<file path="config.mk">
export PLATFORM = sky130hd
export DESIGN_NAME = fetch_stage
export DESIGN_NICKNAME = d
export VERILOG_FILES = /design/src/rtl/core_pkg.sv /design/src/rtl/if_id_reg.sv /design/src/rtl/fetch_stage.sv
export SDC_FILE = /design/constraint.sdc
export NUM_CORES = 1
export LEC_CHECK = 0
export ABC_AREA = 1
export BUFFER_PORTS_ARGS = -buffer_cell sky130_fd_sc_hd__buf_4
export CAP_MARGIN = 5
export CORE_ASPECT_RATIO = 1.75
export CORE_MARGIN = 1.5
export CORE_UTILIZATION = 50
export CTS_BUF_LIST = sky130_fd_sc_hd__clkbuf_4
export CTS_CLUSTER_DIAMETER = 60
export DETAILED_ROUTE_END_ITERATION = 8
export PLACE_DENSITY_LB_ADDON = 0.3
export SLEW_MARGIN = 20
export SYNTH_ARGS = -nofsm -noshare
export SYNTH_HDL_FRONTEND = slang
export SYNTH_SLANG_ARGS = --single-unit
</file>
<file path="constraint.sdc">
create_clock -name clk -period 1.75 [get_ports clk]
set_clock_uncertainty 0.05 [all_clocks]
set_input_delay 0.0875 -clock clk [delete_from_list [all_inputs] [get_ports clk]]
set_output_delay 0.0875 -clock clk [all_outputs]
set_load 0.01 [all_outputs]
</file>
<file path="src/rtl/core_pkg.sv">
// Shared definitions for the RV32I pipeline: word width, reset/bubble
// constants and the IF/ID pipeline register payload.
package core_pkg;

    localparam int XLEN = 32;

    localparam logic [XLEN-1:0] NOP_INSTR = 32'h0000_0013;
    localparam logic [XLEN-1:0] RESET_PC  = 32'h0000_0000;

    typedef struct packed {
        logic [XLEN-1:0] instr;
        logic [XLEN-1:0] pc;
        logic [XLEN-1:0] pcplus4;
        logic            valid;
        logic            fault;
    } if_id_t;

endpackage

</file>
<file path="src/rtl/if_id_reg.sv">
// Generic stall/flush pipeline register; flush and reset load BUBBLE,
// stall holds the current contents.
module if_id_reg #(
    parameter type T      = core_pkg::if_id_t,
    parameter T    BUBBLE = T'(0)
) (
    input  logic clk,
    input  logic reset,
    input  logic stall,
    input  logic flush,
    input  T     d,
    output T     q
);

    T reg_q;

    always_ff @(posedge clk) begin
        if (reset || flush) begin
            reg_q <= BUBBLE;
        end else if (!stall) begin
            reg_q <= d;
        end
    end

    assign q = reg_q;

endmodule

</file>
<file path="src/rtl/fetch_stage.sv">
// IF stage: PC register, next-PC selection, fetch fault detection and the
// IF/ID pipeline register feeding decode.
module fetch_stage
    import core_pkg::if_id_t;
    import core_pkg::XLEN;
#(
    parameter logic [31:0] RESET_PC   = core_pkg::RESET_PC,
    parameter int unsigned IMEM_WORDS = 64,
    parameter logic [31:0] NOP_INSTR  = core_pkg::NOP_INSTR
) (
    input  logic            clk,
    input  logic            reset,
    input  logic            stall_f,
    input  logic            stall_d,
    input  logic            flush_d,
    input  logic            redirect_e,
    input  logic [XLEN-1:0] target_e,
    output logic [XLEN-1:0] imem_a,
    input  logic [XLEN-1:0] imem_rd,
    output logic [XLEN-1:0] instr_d,
    output logic [XLEN-1:0] pc_d,
    output logic [XLEN-1:0] pcplus4_d,
    output logic            valid_d,
    output logic            fetch_fault_d
);

    localparam if_id_t IF_ID_BUBBLE = '{
        instr:   NOP_INSTR,
        pc:      '0,
        pcplus4: '0,
        valid:   1'b0,
        fault:   1'b0
    };

    logic [XLEN-1:0] pc_f_q, pc_f_d;
    logic [XLEN-1:0] pcplus4_f;
    logic            misalign_q, misalign_d;
    logic            fault_f;
    logic            if_id_flush;
    logic            if_id_load;
    if_id_t          if_id_d, if_id_q;

    assign pcplus4_f   = pc_f_q + 32'd4;
    assign imem_a      = pc_f_q;
    assign if_id_flush = flush_d | redirect_e;
    assign if_id_load  = !if_id_flush && !stall_d;

    always_comb begin
        pc_f_d = pcplus4_f;
        if (redirect_e) begin
            pc_f_d = {target_e[XLEN-1:2], 2'b00};
        end else if (stall_f) begin
            pc_f_d = pc_f_q;
        end
    end

    // A misaligned redirect target is forced aligned, so remember the
    // misalignment until the first fetch at the new PC reaches IF/ID.
    always_comb begin
        misalign_d = misalign_q;
        if (redirect_e) begin
            misalign_d = (target_e[1:0] != 2'b00);
        end else if (if_id_load) begin
            misalign_d = 1'b0;
        end
    end

    always_ff @(posedge clk) begin
        if (reset) begin
            pc_f_q     <= RESET_PC;
            misalign_q <= 1'b0;
        end else begin
            pc_f_q     <= pc_f_d;
            misalign_q <= misalign_d;
        end
    end

    assign fault_f = (pc_f_q[1:0] != 2'b00)
                   | ({2'b00, pc_f_q[XLEN-1:2]} >= 32'(IMEM_WORDS))
                   | misalign_q;

    always_comb begin
        if_id_d         = IF_ID_BUBBLE;
        if_id_d.instr   = imem_rd;
        if_id_d.pc      = pc_f_q;
        if_id_d.pcplus4 = pcplus4_f;
        if_id_d.valid   = 1'b1;
        if_id_d.fault   = fault_f;
    end

    if_id_reg #(
        .T      (if_id_t),
        .BUBBLE (IF_ID_BUBBLE)
    ) u_if_id_reg (
        .clk   (clk),
        .reset (reset),
        .stall (stall_d),
        .flush (if_id_flush),
        .d     (if_id_d),
        .q     (if_id_q)
    );

    assign instr_d       = if_id_q.instr;
    assign pc_d          = if_id_q.pc;
    assign pcplus4_d     = if_id_q.pcplus4;
    assign valid_d       = if_id_q.valid;
    assign fetch_fault_d = if_id_q.fault;

endmodule

</file>
## Yosys cells after proc, flatten, opt, wreduce, memory -nomap -nowiden

Cells that the tools add are included.

- Bits in registers: 131
- Output and inout port bits: 130

- $add $sub $neg: 1
- Magnitude comparators: 1
- Eq/ne operators: 1
- Multiplexer cells: 4
- Bitwise operators: 3
- Reduce and logical (&&, ||, !) cells: 8

Operator list:

| kind | number |
|---|---|
| 32-bit two-way mux | 2 |
| 32-bit by 3-bit adder with 32-bit output (second input constant) | 1 |
| 30-bit by 7-bit greater-or-equal comparator with 1-bit output (second input constant) | 1 |
| 2-bit nonzero test | 3 |
| 1-bit OR | 3 |
| 1-bit zero test | 2 |
| 1-bit two-way mux | 2 |
| 2-bit by 1-bit != test with 1-bit output (second input constant) | 1 |
| 2-bit OR reduction | 1 |
| 1-bit logical AND | 1 |
| 1-bit logical OR | 1 |

## Longest topological paths before layout

- Depth in word-level cells: 5
- Depth in mapped cells: 10

## Cells and area by module

A second synthesis with hierarchy kept.

- Cells, all modules: 995
- Area, all modules: 6313.6 um^2

Modules (own cells, without submodules):

| module | instances | cells an instance | area each (um^2) | sequential area each (um^2) |
|---|---|---|---|---|
| if_id_reg | 1 | 616 | 4025.1 | 1961.9 |
| fetch_stage | 1 | 379 | 2288.4 | 620.6 |

## Least setup slack after synthesis

Ideal clock, no wire load.

- Path type: reg2reg
- Start point: register pc_f_q[3] (netlist: imem_a[3])
- End point: register u_if_id_reg.reg_q (netlist bit u_if_id_reg.q[18])
- Library setup time: 0.115 ns
- Arrival time: 1.421 ns
- Required time: 1.585 ns
- Path slack: 0.163 ns
- Stages on the path, launching flop included: 8
- Path buffers: 0
- Period minus slack after synthesis: 1.587 ns
- Cell sequence: dfxtp_1 ha_1 nand3_2 nor2_1 nand3_1 xor2_1 o21ai_0 inv_1

- Longest elaborated chain between the ends: 1

RTL lines:

| what | line | text |
|---|---|---|
| start: declaration | fetch_stage.sv:35 | `logic [XLEN-1:0] pc_f_q, pc_f_d;` |
| start signal: assignment | fetch_stage.sv:73 | `pc_f_q <= pc_f_d;` |
| 32-bit by 3-bit adder with 32-bit output | fetch_stage.sv:43 | `assign pcplus4_f = pc_f_q + 32'd4;` |
| end signal: assignment | if_id_reg.sv:19 | `reg_q <= BUBBLE;` |
| end signal: assignment | if_id_reg.sv:21 | `reg_q <= d;` |
| end: declaration | if_id_reg.sv:15 | `T reg_q;` |

No other way between the ends.
A chain may end at the register's enable or synchronous reset.

## Final worst setup path

- Start point: register pc_f_q[23] (netlist: imem_a[23])
- End point: register u_if_id_reg.reg_q (netlist bit u_if_id_reg.q[33])

Same word-level chain as after synthesis.

==> results by group <==
Route
  – Routed Antenna Nets: 0
  – Wirelength per Cell: 17.24 um
  – Drt via density: approximately 5.3
  – Detailed-route wire length: 22360 um
  – Starting DRT DRC Count: 481
  – Vias: 6901
  – # DRC: 0
  – 1st-pass router iterations: 5

Power
  – PwrDens: 677.3 mW/mm2
  – Maximum VDD drop: about 0.00056 V
  – Pleak: 4.162 nW

Synthesis
  – FF+latch count, synth: 125
  – Largest area contributor in the netlist: dfxtp_1
  – Post-synth ARST share: 0%
  – Synth warn: 0
  – Seq/Total Area, Yosys: 44.27%
  – Yosys cell types: 32
  – EDFF count, synth: 0
  – Mean post-synth cell area: 6.778 um2
  – Post-Synthesis Cells: between 800 and 900
  – Ys flop type: dfxtp_1
  – Area contributors post-synth: dfxtp_1 44%, nand2_1 15%, nor2_1 9.6%
  – Synthesized area: roughly 0.0057 mm2
  – Synth top area share: 44.27%

Worst setup path
  – Setup CP Type: flop to flop
  – Crit Path Max Fanout: 4
  – CP startpoint kind: flop
  – CP arrival: 2.12 ns
  – CP endpoint kind: flop
  – Required @ worst endpoint: 2.14 ns

CTS
  – Worst-path clk slew: 0.12 ns
  – Clk_lat worst skew: 0.54 ns
  – TritonCTS buffer count: 17
  – Clk sinks: roughly 130
  – Root buffer cell: clkbuf_4
  – Clk buf depth: 2
  – H-tree depth: 4
  – CTS tree: done

Final layout
  – Sequential Area: 0.002520 mm2
  – Multi-input gate area: approximately 0.0027 mm2
  – Layout cells sized above 1: between 20 and 30%
  – Nets@finish: 1224
  – Post-route design area: 0.008816 mm2
  – # fillers: 760
  – Area growth, synth to finish: 55.95%

Timing
  – RSZ-0062 raised after global routing: no
  – Fmax: 0.5772 GHz
  – Min Tclk post-route: 1.733 ns
  – Final setup violation count: 0
  – Worst-Margin Slew: between 0.5 and 0.6 ns
  – Rel. slew slack: between 60 and 70%
  – Final Max Slew Viols: 0
  – Tcrit/Tclk final: about 100%
  – Fin Hold WS: 0.2940 ns
  – Fin. Hold Viols: 0

Floorplanning
  – I/O pin total: 200
  – Die ar.: 0.01198 mm2
  – # rows: 51
  – Die Wd: 83.38 um
  – Initial core utilization: 51.21%
  – Die Y: 143.7 um
  – CORE AREA: 0.01104 mm2

Global route
  – Total overflow reported by the global router: 0
  – Initial antenna violation count: 1
  – Pin count of the biggest net entering global routing: 61
  – Gr usage total: 36.65%
  – First-pass GRT wire length: 33660 um
  – Vias in the first global route: roughly 6600

Placement
  – Hpwl dp: ~14000 um
  – Area after DPL: 0.007445 mm2
  – Final GP Congestion: 0.9569
  – # port buffers: about 190

Run
  – Max cap viols: 0

Hold path
  – Min-Delay Path Class: input port to flop

Run status
  – Status: complete, no violations
-- metrics by stage --
stage | util (%) | std cells | setup WS [ns] | total power [mW] | setup TNS [ns]
2_1_floorplan | - | 839 | 0.1632 | 3.453 | 0
3_3_place_gp | 67.44 | 1161 | 0.03565 | 3.884 | 0
3_5_place_dp | 67.44 | 1161 | -0.004917 | 3.893 | -0.004917
4_1_cts | 79.17 | 1295 | 0.006256 | 5.944 | 0
5_1_grt | 79.86 | 1297 | 0.009086 | 6.219 | 0
6_report | 79.86 | 1297 | 0.01747 | 5.971 | 0
-- final cells by class --
class / instances / area share [%]
timing repair buffer: 341 / 32.47
clock inverter: 13 / 1.433
multi-input combinational: 581 / 30.41
antenna: 1 / 0.02838
tap: 132 / 1.873
clock buffer: 18 / 1.533
sequential: 125 / 28.58
inverter: 86 / 3.662
-- cells in the final DEF (no fill, tap or decap), drive strengths merged --
| cell | instances |
|---|---|
| a21oi | 81 |
| diode | 1 |
| a22oi | 1 |
| nor2 | 154 |
| ha | 2 |
| xnor2 | 2 |
| nor4 | 6 |
| nand4 | 1 |
| conb | 6 |
| clkinvlp | 4 |
| xor2 | 12 |
| nor3 | 1 |
| nand3b | 1 |
| buf | 238 |
| dlygate4sd3 | 103 |
| a31oi | 8 |
| inv | 86 |
| o211ai | 3 |
| o21ai | 53 |
| nand2 | 231 |
| bufinv | 2 |
| clkbuf | 18 |
| nand3 | 19 |
| clkinv | 7 |
| dfxtp | 125 |
-- routing by layer --
metal  part of all wire, %  GRT usage, %  wire (um)
met5                     0             0          0
met4                   8.6         31.05       1929
met3                   6.1         7.467       1370
met2                    52         66.50      11660
met1                    33         35.18       7403
-- worst max-delay path: stages (launching register included) --
cell and delay, ns:
dfxtp_1 0.45, nand2_1 0.17, nor2_4 0.20, nand2_1 0.14, nor2_1 0.20, nand2_1 0.09, nand2_1 0.07, nand2_1 0.09
o21ai_1 0.14, inv_1 0.05
-- worst paths after layout --
check | depth (start not counted) | from | end | slack, ns
setup reg to reg | 9 | imem_a[23] | u_if_id_reg.q[33] | 0.02
hold reg to reg | 2 | u_if_id_reg.q[42] | u_if_id_reg.q[42] | 0.42
hold / removal | 4 | imem_rd[30] | u_if_id_reg.q[96] | 0.29
setup / recovery | 9 | imem_a[23] | u_if_id_reg.q[33] | 0.02
-- Yosys cell counts (8+ instances only) --
cell	instances
o21ai_0	49
nand3_1	18
xor2_1	10
dfxtp_1	125
clkbuf_1	26
buf_2	10
a31oi_1	8
inv_1	84
a21oi_1	78
nor2_1	145
nand2_1	224
-- sequential cells by signal, summed over array words and instances (netlist names) --
register	count
imem_a	30
u_if_id_reg.q	94
misalign_q	1
-- cells by family (layout without fill, tap and decap cells) --
group                    count (synthesis)  count (layout)  share of synthesized area (%)
AO/OA/AOI/OAI                          146             146                          13.48
other                                    1               7                        0.06634
buffers and inverters                  133             458                          9.451
XOR/XNOR                                14              14                          2.435
AND/OR/NAND/NOR                        413             413                          29.86
flip-flops                             125             125                          44.27
adder cells (fa/ha/maj)                  2               2                         0.4426
-- power breakdown --
group	internal (mW)	leakage (nW)	total (mW)	switching, mW
Clock	0.834	0.135	1.92	1.09
Sequential	2.93	1.02	3.00	0.0779
Combinational	0.501	3.01	1.04	0.543
Total	4.26	4.16	5.97	1.71
-- timing repair --
action | CTS | global route
endpoints found under the hold margin | 71 | 0
resized for setup | 1 | 30
setup endpoints to repair | 1 | 29
hold buffers | 103 | 0
setup buffers | 0 | 1
cloned | 0 | 0
pin swaps | 0 | 2
(Power assumes the default switching activity.)
